===== src/rtl/ctr_if.sv =====
// Opcode-in / control-strobes-out bundle of the MIPS main control decoder.
// The decode source (fetch/decode stage) drives op; the decoder drives the strobes.
interface ctr_if;
   logic [5:0] op;
   logic       RegDst;
   logic       Jump;
   logic       Branch;
   logic       MemRead;
   logic       MemtoReg;
   logic [1:0] ALUOp;
   logic       MemWrite;
   logic       ALUSrc;
   logic       RegWrite;
   logic       Illegal;

   modport master (
      output op,
      input  RegDst, Jump, Branch, MemRead, MemtoReg, ALUOp,
      input  MemWrite, ALUSrc, RegWrite, Illegal
   );

   modport slave (
      input  op,
      output RegDst, Jump, Branch, MemRead, MemtoReg, ALUOp,
      output MemWrite, ALUSrc, RegWrite, Illegal
   );
endinterface : ctr_if


===== src/rtl/ctr.sv =====
// Registered main control decoder for a single-cycle MIPS datapath (one clock op-to-controls).
// Optional macro CTR_ADDI_EN adds addi support; without it addi decodes as illegal.
module ctr (
   input  logic  clock,
   input  logic  reset_n,
   ctr_if.slave  bus
);

   localparam logic [5:0] OP_RTYPE = 6'b000000;
   localparam logic [5:0] OP_J     = 6'b000010;
   localparam logic [5:0] OP_BEQ   = 6'b000100;
   localparam logic [5:0] OP_LW    = 6'b100011;
   localparam logic [5:0] OP_SW    = 6'b101011;
`ifdef CTR_ADDI_EN
   localparam logic [5:0] OP_ADDI  = 6'b001000;
`endif

   localparam logic [1:0] ALUOP_ADD   = 2'b00;
   localparam logic [1:0] ALUOP_SUB   = 2'b01;
   localparam logic [1:0] ALUOP_FUNCT = 2'b10;

   typedef struct packed {
      logic       reg_dst;
      logic       alu_src;
      logic       mem_to_reg;
      logic       reg_write;
      logic       mem_read;
      logic       mem_write;
      logic       branch;
      logic       jump;
      logic [1:0] alu_op;
      logic       illegal;
   } ctrl_t;

   ctrl_t ctrl_d;
   ctrl_t ctrl_q;

   // Opcode decode; unlisted opcodes fall to a safe NOP flagged as illegal.
   always_comb begin
      ctrl_d = '0;
      case (bus.op)
         OP_RTYPE: begin
            ctrl_d.reg_dst   = 1'b1;
            ctrl_d.reg_write = 1'b1;
            ctrl_d.alu_op    = ALUOP_FUNCT;
         end
         OP_LW: begin
            ctrl_d.alu_src    = 1'b1;
            ctrl_d.mem_to_reg = 1'b1;
            ctrl_d.reg_write  = 1'b1;
            ctrl_d.mem_read   = 1'b1;
            ctrl_d.alu_op     = ALUOP_ADD;
         end
         OP_SW: begin
            ctrl_d.alu_src   = 1'b1;
            ctrl_d.mem_write = 1'b1;
            ctrl_d.alu_op    = ALUOP_ADD;
         end
         OP_BEQ: begin
            ctrl_d.branch = 1'b1;
            ctrl_d.alu_op = ALUOP_SUB;
         end
         OP_J: begin
            ctrl_d.jump   = 1'b1;
            ctrl_d.alu_op = ALUOP_ADD;
         end
`ifdef CTR_ADDI_EN
         OP_ADDI: begin
            ctrl_d.alu_src   = 1'b1;
            ctrl_d.reg_write = 1'b1;
            ctrl_d.alu_op    = ALUOP_ADD;
         end
`endif
         default: begin
            ctrl_d         = '0;
            ctrl_d.illegal = 1'b1;
         end
      endcase
   end

   // Output register; reset clears every strobe and wins over decode.
   always_ff @(posedge clock) begin
      if (!reset_n) begin
         ctrl_q <= '0;
      end else begin
         ctrl_q <= ctrl_d;
      end
   end

   assign bus.RegDst   = ctrl_q.reg_dst;
   assign bus.ALUSrc   = ctrl_q.alu_src;
   assign bus.MemtoReg = ctrl_q.mem_to_reg;
   assign bus.RegWrite = ctrl_q.reg_write;
   assign bus.MemRead  = ctrl_q.mem_read;
   assign bus.MemWrite = ctrl_q.mem_write;
   assign bus.Branch   = ctrl_q.branch;
   assign bus.Jump     = ctrl_q.jump;
   assign bus.ALUOp    = ctrl_q.alu_op;
   assign bus.Illegal  = ctrl_q.illegal;

endmodule : ctr


===== src/flat_wrapper.sv =====
// flat-port wrapper written by rule: the top's interface ports become plain ports
module ctr_flat 
  (clock, reset_n, bus_op, bus_RegDst, bus_Jump, bus_Branch, bus_MemRead, bus_MemtoReg, bus_ALUOp, bus_MemWrite, bus_ALUSrc, bus_RegWrite, bus_Illegal);
  ctr_if bus_i ();
  input  logic clock;
  input  logic reset_n;
  input wire logic [$bits(bus_i.op)-1:0] bus_op;
  output wire logic [$bits(bus_i.RegDst)-1:0] bus_RegDst;
  output wire logic [$bits(bus_i.Jump)-1:0] bus_Jump;
  output wire logic [$bits(bus_i.Branch)-1:0] bus_Branch;
  output wire logic [$bits(bus_i.MemRead)-1:0] bus_MemRead;
  output wire logic [$bits(bus_i.MemtoReg)-1:0] bus_MemtoReg;
  output wire logic [$bits(bus_i.ALUOp)-1:0] bus_ALUOp;
  output wire logic [$bits(bus_i.MemWrite)-1:0] bus_MemWrite;
  output wire logic [$bits(bus_i.ALUSrc)-1:0] bus_ALUSrc;
  output wire logic [$bits(bus_i.RegWrite)-1:0] bus_RegWrite;
  output wire logic [$bits(bus_i.Illegal)-1:0] bus_Illegal;
  assign bus_i.op = bus_op;
  assign bus_RegDst = bus_i.RegDst;
  assign bus_Jump = bus_i.Jump;
  assign bus_Branch = bus_i.Branch;
  assign bus_MemRead = bus_i.MemRead;
  assign bus_MemtoReg = bus_i.MemtoReg;
  assign bus_ALUOp = bus_i.ALUOp;
  assign bus_MemWrite = bus_i.MemWrite;
  assign bus_ALUSrc = bus_i.ALUSrc;
  assign bus_RegWrite = bus_i.RegWrite;
  assign bus_Illegal = bus_i.Illegal;
  ctr u_core (.clock(clock), .reset_n(reset_n), .bus(bus_i));
endmodule

===== config.mk =====
export PLATFORM = sky130hd
export DESIGN_NAME = ctr_flat
export DESIGN_NICKNAME = d
export VERILOG_FILES = /design/src/rtl/ctr_if.sv /design/src/rtl/ctr.sv /design/src/flat_wrapper.sv
export SDC_FILE = /design/constraint.sdc
export NUM_CORES = 1
export LEC_CHECK = 0
export ABC_CLOCK_PERIOD_IN_PS = 2000
export BUFFER_PORTS_ARGS = -buffer_cell sky130_fd_sc_hd__buf_2
export CAP_MARGIN = 25
export CORE_AREA = 2 2 39 41
export DETAILED_ROUTE_END_ITERATION = 10
export DIE_AREA = 0 0 41 43
export GPL_ROUTABILITY_DRIVEN = 0
export GPL_TIMING_DRIVEN = 0
export HOLD_SLACK_MARGIN = 0.12
export MAX_ROUTING_LAYER = met4
export PLACE_DENSITY = 0.57
export REMOVE_ABC_BUFFERS = 1
export SLEW_MARGIN = 20
export SYNTH_ARGS = -nofsm -noshare
export SYNTH_HDL_FRONTEND = slang
export SYNTH_SLANG_ARGS = --single-unit

===== constraint.sdc =====
create_clock -name clock -period 2 [get_ports clock]
set_input_delay 0.2 -clock clock [delete_from_list [all_inputs] [get_ports clock]]
set_output_delay 0.2 -clock clock [all_outputs]
set_load 0.1 [all_outputs]

Word-level counts from Yosys, hierarchy flattened. Cells that the tools add are included.

Bits in registers: 10. Output and inout port bits: 11. Word-level logic and storage cells: 26.

Eq/ne operators: 4. Multiplexer cells: 9. Reductions and logical operators: 4.

Operators by type and width (count): equality test 6 bit (second input constant) (2); 2-to-1 mux 1 bit (8); equality test 6 x 2 -> 1 bit (second input constant) (1); equality test 6 x 3 -> 1 bit (second input constant) (1); logical NOT 6 bit (1); OR reduction 5 bit (1); case mux 2 bit (2 select lines) (1); OR reduction 2 bit (2).

Depth between registers and ports, before layout. Gate-level depths: netlist of run 1.

Depth after elaboration: 3. Gate-level depth with buffers: 4.

Least setup slack after synthesis of run 1. OpenSTA, ideal clock, no wires.

Kind: reg-to-output. Start: register u_core.ctrl_q, in the netlist u_core.bus.ALUOp[0]. End: output bus_ALUOp[0]. Data arrival time: 1356 ps. Slack: 444 ps. Cell stages (with the launch flop): 2. Buffers on the path: 1. Path through: dfxtp_1 buf_4.

RTL lines: start, declared (RTL line ctr.sv:36) `ctrl_t ctrl_q;`; start signal, assigned (RTL line ctr.sv:86) `ctrl_q <= ctrl_d;`; end, declared (RTL line flat_wrapper.sv:13) `output wire logic [$bits(bus_i.ALUOp)-1:0] bus_ALUOp;`.

No word-level cell between the ends.

Worst setup path in the final report of run 1.
Start: register u_core.ctrl_q, in the netlist u_core.bus.ALUOp[0]. End: output bus_ALUOp[0].

No word-level cell between the ends.

==> results.ini, run 1 <==
[finish]
final_nets = 55
fill_cells = 158
drive_gt1_share_pct = 56.5
syn2layout_area_growth_pct = 38.2
postLayoutCoreUtil_pct = 31.7
antenna_cells = 0

[sta]
timing.hold.ws_ns = 0.165
min_period_over_period_pct = 59.9
period_minus_slack_ns = 1.20
relSlewSlack_pct = 67.5
slew_violations = 0
rsz0062_at_grt = no
hold_viol_final = 0
fin_tns_setup_ns = 0
fmax_mhz = 835
tightest_slew_ns = 0.491
setup_viol = 0

[pwr]
pwr_density_cell_nw_per_um2 = 821
vdd.ir_drop.worst_uv = 181
total_power_uw = 361
p_leak_nw = 0.218

[drt]
wl_um = 585
dr.first_iter.drc_count = 4
wl_per_cell_um = 9.44
vias_per_cell = 4.32
vias = 268
dr.pass1.iters = 4
ant_nets = 0
drc = 0

[placed_design]
dp.final_hpwl_um = 474
io_buffers = 18

[synth]
yosysWarnings = 0
syn_area_um2 = 318
ys_seq_area_share_pct = 56.7
postSynthCellCount = 26
synth_top_family_by_area = simple AND/OR/NAND/NOR gates
synth-xor-area-share_pct = 0
yosys_register_bits = 9
synth_compound_area_share_pct = 5.12
synth_fa_ha_area_share_pct = 0
synth_top_area_cell = dfxtp_1
ys_types = 16
syn_area_per_cell_um2 = 12.2
muxShareOfSynthArea_pct = 0
synthSimpleGateAreaFrac_pct = 32.3
yosysTopAreaCellShare_pct = 56.7
netlist_top_cells_area = dfxtp_1 (57%), nor4_4 (6.7%), buf_4 (4.7%), and4bb_2 (3.9%), or3_4 (3.5%)

[setup_path]
cp.depth = 1
cp.required_ns = 1.80
cp-start-kind = register
crit_buf_inv = 1
critical_path.top_delay_family = buffers and inverters
cp-endpoint = bus_ALUOp[0]
crit_fanout = 2
critPathSlowestCell = buf_2
critPathMaxStageDelay_ns = 0.42
cp-end-kind = output port
worst_ep_arrival_time_ns = 1.00
worstSetupPathType = register to output port
startpoint = u_core.bus.ALUOp[0]
worstPathCellList = buf_2

[global_routing]
grt_pass1_wl_um = 869
antenna_found_initial = 0
grt-ovfl-total = 0
grt_max_degree = 7
grt_use_total_pct = 8.02
grt_pass1_vias = 217

[floorplan]
die_h_um = 43
core_um2 = 1380
pin_count = 19
dieArea_um2 = 1760
die_w_um = 41
start_util_pct = 23.0
num_rows = 14

[clock_network]
cts_tree = built
cts_setup_buffers = 0
clkTransAtPathRegs_ns = 0.06
cts_made_buffers = 3
clock-sinks = 9
post_cts_resized = 0
ctsHoldBuffers = 0
cts-htree-levels = 1
root_buffer = clkbuf_4
cts_buffer_depth = 2

[job]
max-cap-violations = 0

[worst_hold_path]
hp-class = input port to register

[status]
status = completed

[logic make-up (layout without fill, tap and decap cells)]
| logic type | Yosys count | count (layout) |
|---|---|---|
| AO/OA/AOI/OAI | 2 | 2 |
| buffers and inverters | 3 | 23 |
| flip-flops | 9 | 9 |
| AND/OR/NAND/NOR | 12 | 12 |
[synthesized netlist by cell type]
cell / count
and4bb_2: 1
nor2b_1: 1
nor2_1: 1
o21bai_1: 1
and2b_2: 1
nand3_1: 2
nor4b_1: 1
buf_4: 2
a221oi_1: 1
nor4_1: 1
and2_2: 1
nor4_4: 1
or3_4: 1
dfxtp_1: 9
nand2b_1: 1
inv_1: 1
[worst min-delay path by stage]
stage	slack (ns)	from	endpoint	cells after the start
after floorplan	0.27	bus_op[3]	u_core.bus.MemtoReg	1
final	0.17	bus_op[3]	u_core.bus.MemtoReg	2
after global placement	0.43	bus_op[3]	u_core.bus.MemtoReg	2
after CTS	0.16	bus_op[3]	u_core.bus.MemtoReg	2
after global routing	0.17	bus_op[3]	u_core.bus.MemtoReg	2
after detailed placement	0.43	bus_op[3]	u_core.bus.MemtoReg	2
[metal layers]
metal | GRT usage [%] | up-vias | routed length, um
li1 | - | 131 | -
met1 | 10.6 | 120 | 271
met2 | 8.13 | 15 | 234
met3 | 2.09 | 2 | 72
met4 | 10.0 | 0 | 6
met5 | - | - | 0
[cell type report]
class	instances	area, um2	area share [%]
Timing Repair Buffer	18	90.1	20.5
Multi-Input combinational cell	14	119	27.1
Sequential cell	9	180	41.0
Clock buffer	4	26.3	5.98
Tap cell	16	20.0	4.56
Inverter	1	3.75	0.855
[sequential cells by signal, summed over array words and instances, names as in the netlist]
name and flops:
u_core.bus.ALUOp 2, u_core.bus.ALUSrc 1, u_core.bus.Illegal 1, u_core.bus.Jump 1, u_core.bus.MemWrite 1, u_core.bus.MemtoReg 1, u_core.bus.RegDst 1, u_core.bus.RegWrite 1
[through the flow]
step | setup slack, ns | cells | area [um2]
floorplan | 0.247 | 24 | 303
global placement | 0.793 | 58 | 413
detailed placement | 0.781 | 58 | 413
CTS | 0.785 | 62 | 439
global route | 0.745 | 62 | 439
finish | 0.802 | 62 | 439
[cells in the final DEF, fill, tap and decap left out]
cell type  count
a221oi_1       1
and2_2         1
and2b_2        1
and4bb_2       1
buf_2         18
clkbuf_1       1
clkbuf_4       3
dfxtp_1        9
inv_1          1
nand2b_1       1
nand3_1        2
nor2_1         1
nor2b_1        1
nor4_1         1
nor4_4         1
nor4b_1        1
o21bai_1       1
or3_4          1
[where the power goes]
group	leakage [nW]	internal, mW	switching (mW)	total, mW
logic	0.131	0.0118	0.0329	0.0446
clock network	0.0150	0.0765	0.0571	0.134
registers	0.0729	0.182	0.000476	0.182
total	0.218	0.270	0.0905	0.361
Power figures use the tool's default switching activity.
==> inputs of run 2 (changes only) <==
Settings changed: ABC_CLOCK_PERIOD_IN_PS 2000 to 1300.
Clock period 2 ns to 1.3 ns, I/O delays scaled along.
==> run 2 against run 1 <==
- sequential share of layout area down 3.0 points
- worst hold slack worse by 0.028 ns
- non-clock buffer count grew 3
- wire length grew 7.0%
- critical path depth grew 5
- sequential cell count did not move
- worst setup slack got worse by 0.75 ns
- global-route usage unchanged
- largest power group unchanged
- final cell count up 4.8%
- critical endpoint is now u_core.bus.MemWrite
- combinational power is 72% higher
==> results.ini, run 2 (synthesis gave the netlist of run 1 again) <==
[setup_path]
critical_path.top_delay_family = buffers and inverters
worst_ep_arrival_time_ns = 1.39
crit_fanout = 5
cp.required_ns = 1.45
worstSetupPathType = input port to register
worstPathCellList = dlygate4sd3_1 > buf_2 > and4bb_2 > nand3_2 > inv_1 > and2_2
crit_buf_inv = 3
critPathMaxStageDelay_ns = 0.52
cp-start-kind = input port
cp-end-kind = register
critPathSlowestCell = dlygate4sd3_1

[sta]
tightest_slew_ns = 0.494
fin_ws_ns = 0.0555
setup_viol = 0
fmax_mhz = 804
hold_viol_final = 0
slew_violations = 0
period_minus_slack_ns = 1.24
min_period_over_period_pct = 95.7
rsz0062_at_grt = no
relSlewSlack_pct = 67.3

[finish]
mostFrequentLayoutCell = buf_2
syn2layout_area_growth_pct = 49.2
multi_input_area_um2 = 124
ff_latch_area_um2 = 180
drive_gt1_share_pct = 55.1
layout_common_cells = buf_2 (18), dfxtp_1 (9), clkbuf_4 (3), dlygate4sd3_1 (3)
postLayoutCoreUtil_pct = 34.3
antenna_cells = 0
final_nets = 58
fill_cells = 156
largest_reg_flops = 2

[pwr]
clkPwrFrac_pct = 36.5
switching_share_pct = 25.0
total_power_uw = 562
p_comb_share_pct = 13.7
p_leak_nw = 0.231
vdd.ir_drop.worst_uv = 279
pwr_density_cell_nw_per_um2 = 1190
intPower_uw = 421
p_sw_uw = 141
seqPwrFrac_pct = 49.9

[drt]
vias_per_cell = 4.28
dr_wl_met2_um = 250
dr.first_iter.drc_count = 5
dr.pass1.iters = 4
vias = 278
wl_um = 626
wl_per_cell_um = 9.63
wl_met3_um = 76
drc = 0
drt-met1-wl_um = 292
top_layer = met4
ant_nets = 0

[global_routing]
grt_pass1_vias = 217
grt_pass1_wl_um = 869
grt-ovfl-total = 0
grt_max_degree = 7
grt_use_total_pct = 8.02
antenna_found_initial = 0

[job]
max-cap-violations = 0

[clock_network]
cts_buffer_depth = 2
clock-sinks = 9
root_buffer = clkbuf_4
cts_made_buffers = 3
cts-htree-levels = 1
clkTransAtPathRegs_ns = 0.06
cts_setup_buffers = 0
cts_tree = built

[placed_design]
dpl_worst_slack_ns = 0.151
dp.final_hpwl_um = 474
io_buffers = 18

[floorplan]
core_um2 = 1380
dieArea_um2 = 1760
pin_count = 19
num_rows = 14
die_h_um = 43
start_util_pct = 23.0
die_w_um = 41

[status]
status = completed

[worst_hold_path]
hp-class = input port to register

## run 2: cell types whose count changed in the layout (fill, tap and decap cells not counted)
| cell | delta |
|---|---|
| dlygate4sd3_1 | +3 |
| nand3_1 | -1 |
| nand3_2 | +1 |
## run 2: path summary, 6_finish.rpt
path                  start             endpoint  slack, ns  cells past startpoint
hold / removal      reset_n   u_core.bus.Illegal       0.14                      2
setup / recovery  bus_op[2]  u_core.bus.MemWrite       0.06                      6
## run 2: area by class of cell
| type | count | share of cell area, % |
|---|---|---|
| inverter | 1 | 0.792 |
| multi-input combinational | 14 | 26.1 |
| sequential | 9 | 38.0 |
| clock buffer | 4 | 5.54 |
| timing repair buffer | 21 | 25.3 |
| tap | 16 | 4.22 |
## run 2: what timing repair did
item                                   in CTS  in global routing
endpoints found under the hold margin       3                  1
hold buffers                                2                  1
setup endpoints to repair                   0                  1
gates resized for setup                     0                  1
## run 2: layer usage
| metal | GRT usage (%) | vias to the layer above |
|---|---|---|
| met5 | - | - |
| met4 | 10.0 | 0 |
| met3 | 2.09 | 2 |
| met2 | 8.13 | 15 |
| met1 | 10.6 | 123 |
| li1 | - | 138 |
## run 2: stage by stage
stage / area (um2) / setup TNS [ns] / std cells / hold slack, ns
global route: 474 / 0 / 65 / 0.134
detailed placement: 413 / 0 / 58 / 0.363
finish: 474 / 0 / 65 / 0.138
CTS: 459 / 0 / 64 / 0.120
global placement: 413 / 0 / 58 / 0.356
floorplan: 303 / -1.53 / 24 / 0.202
## run 2: power groups by stage
| stage | Sequential (mW) | Combinational [mW] | Clock (mW) |
|---|---|---|---|
| floorplan | 0.318 | 0.0129 | 0 |
| global placement | 0.287 | 0.0684 | 0 |
| detailed placement | 0.287 | 0.0691 | 0 |
| CTS | 0.280 | 0.0737 | 0.219 |
| global route | 0.281 | 0.0800 | 0.232 |
| finish | 0.280 | 0.0768 | 0.205 |
==> inputs of run 3 (changes only) <==
Settings changed: PLACE_DENSITY 0.57 to not set.
==> run 3 against run 2 <==
- utilization increased by 0.36 points
- fmax down 0.70%
- global-route usage is 1.3 points higher
- final area rose by 1.1%
- via count is 1.8% lower
- clock power about the same
- wire length decreased by 1.8%
- clock-buffer cell count stayed put
- non-clock buffer count increased by 1
- power grew 0.18%
- largest cell class unchanged
- largest power group unchanged
- highest routed layer unchanged
==> results.ini, run 3 (synthesis gave the netlist of run 1 again) <==
[sta]
relSlewSlack_pct = 67.7
period_minus_slack_ns = 1.25
fin_tns_setup_ns = 0
timing.hold.ws_ns = 0.140
slew_violations = 0
tightest_slew_ns = 0.488
min_period_over_period_pct = 96.4
hold_viol_final = 0
fmax_mhz = 798
rsz0062_at_grt = no
setup_viol = 0

[drt]
vias_per_cell = 4.14
dr.pass1.iters = 4
wl_per_cell_um = 9.32
drc = 0
wl_um = 615
dr.first_iter.drc_count = 7
vias = 273
ant_nets = 0

[job]
max-cap-violations = 0

[clock_network]
cts_tree = built
cts_setup_buffers = 0
cts_made_buffers = 3
clock-sinks = 9
cts-htree-levels = 1
root_buffer = clkbuf_4
post_cts_resized = 0
cts_buffer_depth = 2
clkTransAtPathRegs_ns = 0.06
ctsHoldBuffers = 3

[finish]
mostFrequentLayoutCell = buf_2
layout_common_cells = buf_2 (18), dfxtp_1 (9), dlygate4sd3_1 (4), clkbuf_4 (3), nand3_1 (2)
drive_gt1_share_pct = 52.0
antenna_cells = 0
final_nets = 59
largest_reg_flops = 2
syn2layout_area_growth_pct = 50.8

[worst_hold_path]
hp-class = input port to register
worstHoldPathCells = 2

[status]
status = completed

[global_routing]
antenna_found_initial = 0
use_met3_pct = 4.71
grt-ovfl-total = 0
grt_use_total_pct = 9.30
grt_busiest_layer = met1
grt_max_degree = 7
grt_pass1_vias = 254
met1_usage_pct = 11.7
grtUsageMet2_pct = 10.3
grt_pass1_wl_um = 1010

[pwr]
intPower_uw = 423
p_comb_share_pct = 13.8
total_power_uw = 563
switching_share_pct = 24.9
p_leak_nw = 0.235
seqPwrFrac_pct = 49.8
p_sw_uw = 140
clkPwrFrac_pct = 36.4
vdd.ir_drop.worst_uv = 306
pwr_density_cell_nw_per_um2 = 1180

[setup_path]
cp-end-kind = register
cp.required_ns = 1.45
worstSetupPathType = input port to register
cp-start-kind = input port
crit_fanout = 5
worst_ep_arrival_time_ns = 1.40

[floorplan]
dieArea_um2 = 1760
num_rows = 14
pin_count = 19
start_util_pct = 23.0
core_um2 = 1380
die_w_um = 41
die_h_um = 43

[placed_design]
dp.final_hpwl_um = 449
io_buffers = 18

-- run 3: worst paths after layout --
check                  from             endpoint  slack (ns)
setup / recovery  bus_op[2]  u_core.bus.MemWrite        0.05
hold / removal    bus_op[1]    u_core.bus.RegDst        0.14
-- run 3: through the flow --
step	worst slack (ns)	area [um2]	std cells	utilization, %
after CTS	0.0589	469	65	33.9
after floorplan	-0.383	303	24	-
after detailed placement	0.171	413	58	29.8
after global placement	0.168	413	58	29.8
after global routing	0.00886	479	66	34.6
final	0.0468	479	66	34.6
-- run 3: cell type report --
cell class | count | area [um2]
inverters | 1 | 3.75
clock buffers | 4 | 26.3
multi-input cells | 14 | 119
repair buffers | 22 | 130
fillers | 152 | 905
well taps | 16 | 20.0
flip-flops and latches | 9 | 180
-- run 3: power by group through the flow --
stage               clock network (mW)  registers, mW  logic [mW]
finish                           0.205          0.281      0.0780
global route                     0.246          0.281      0.0828
CTS                              0.221          0.280      0.0757
detailed placement                   0          0.287      0.0687
global placement                     0          0.287      0.0684
floorplan                            0          0.318      0.0129
-- run 3: critical path: stages --
cell	delay (ns)
dlygate4sd3_1	0.52
buf_2	0.15
and4bb_2	0.24
nand3_1	0.12
inv_1	0.06
and2_2	0.18
-- run 3: per-layer routing --
metal,share of wire [%],routed length [um],vias up
met5,0,0,-
met4,2.4,15,0
met3,12,75,2
met2,38,236,19
met1,47,287,115
li1,-,-,137
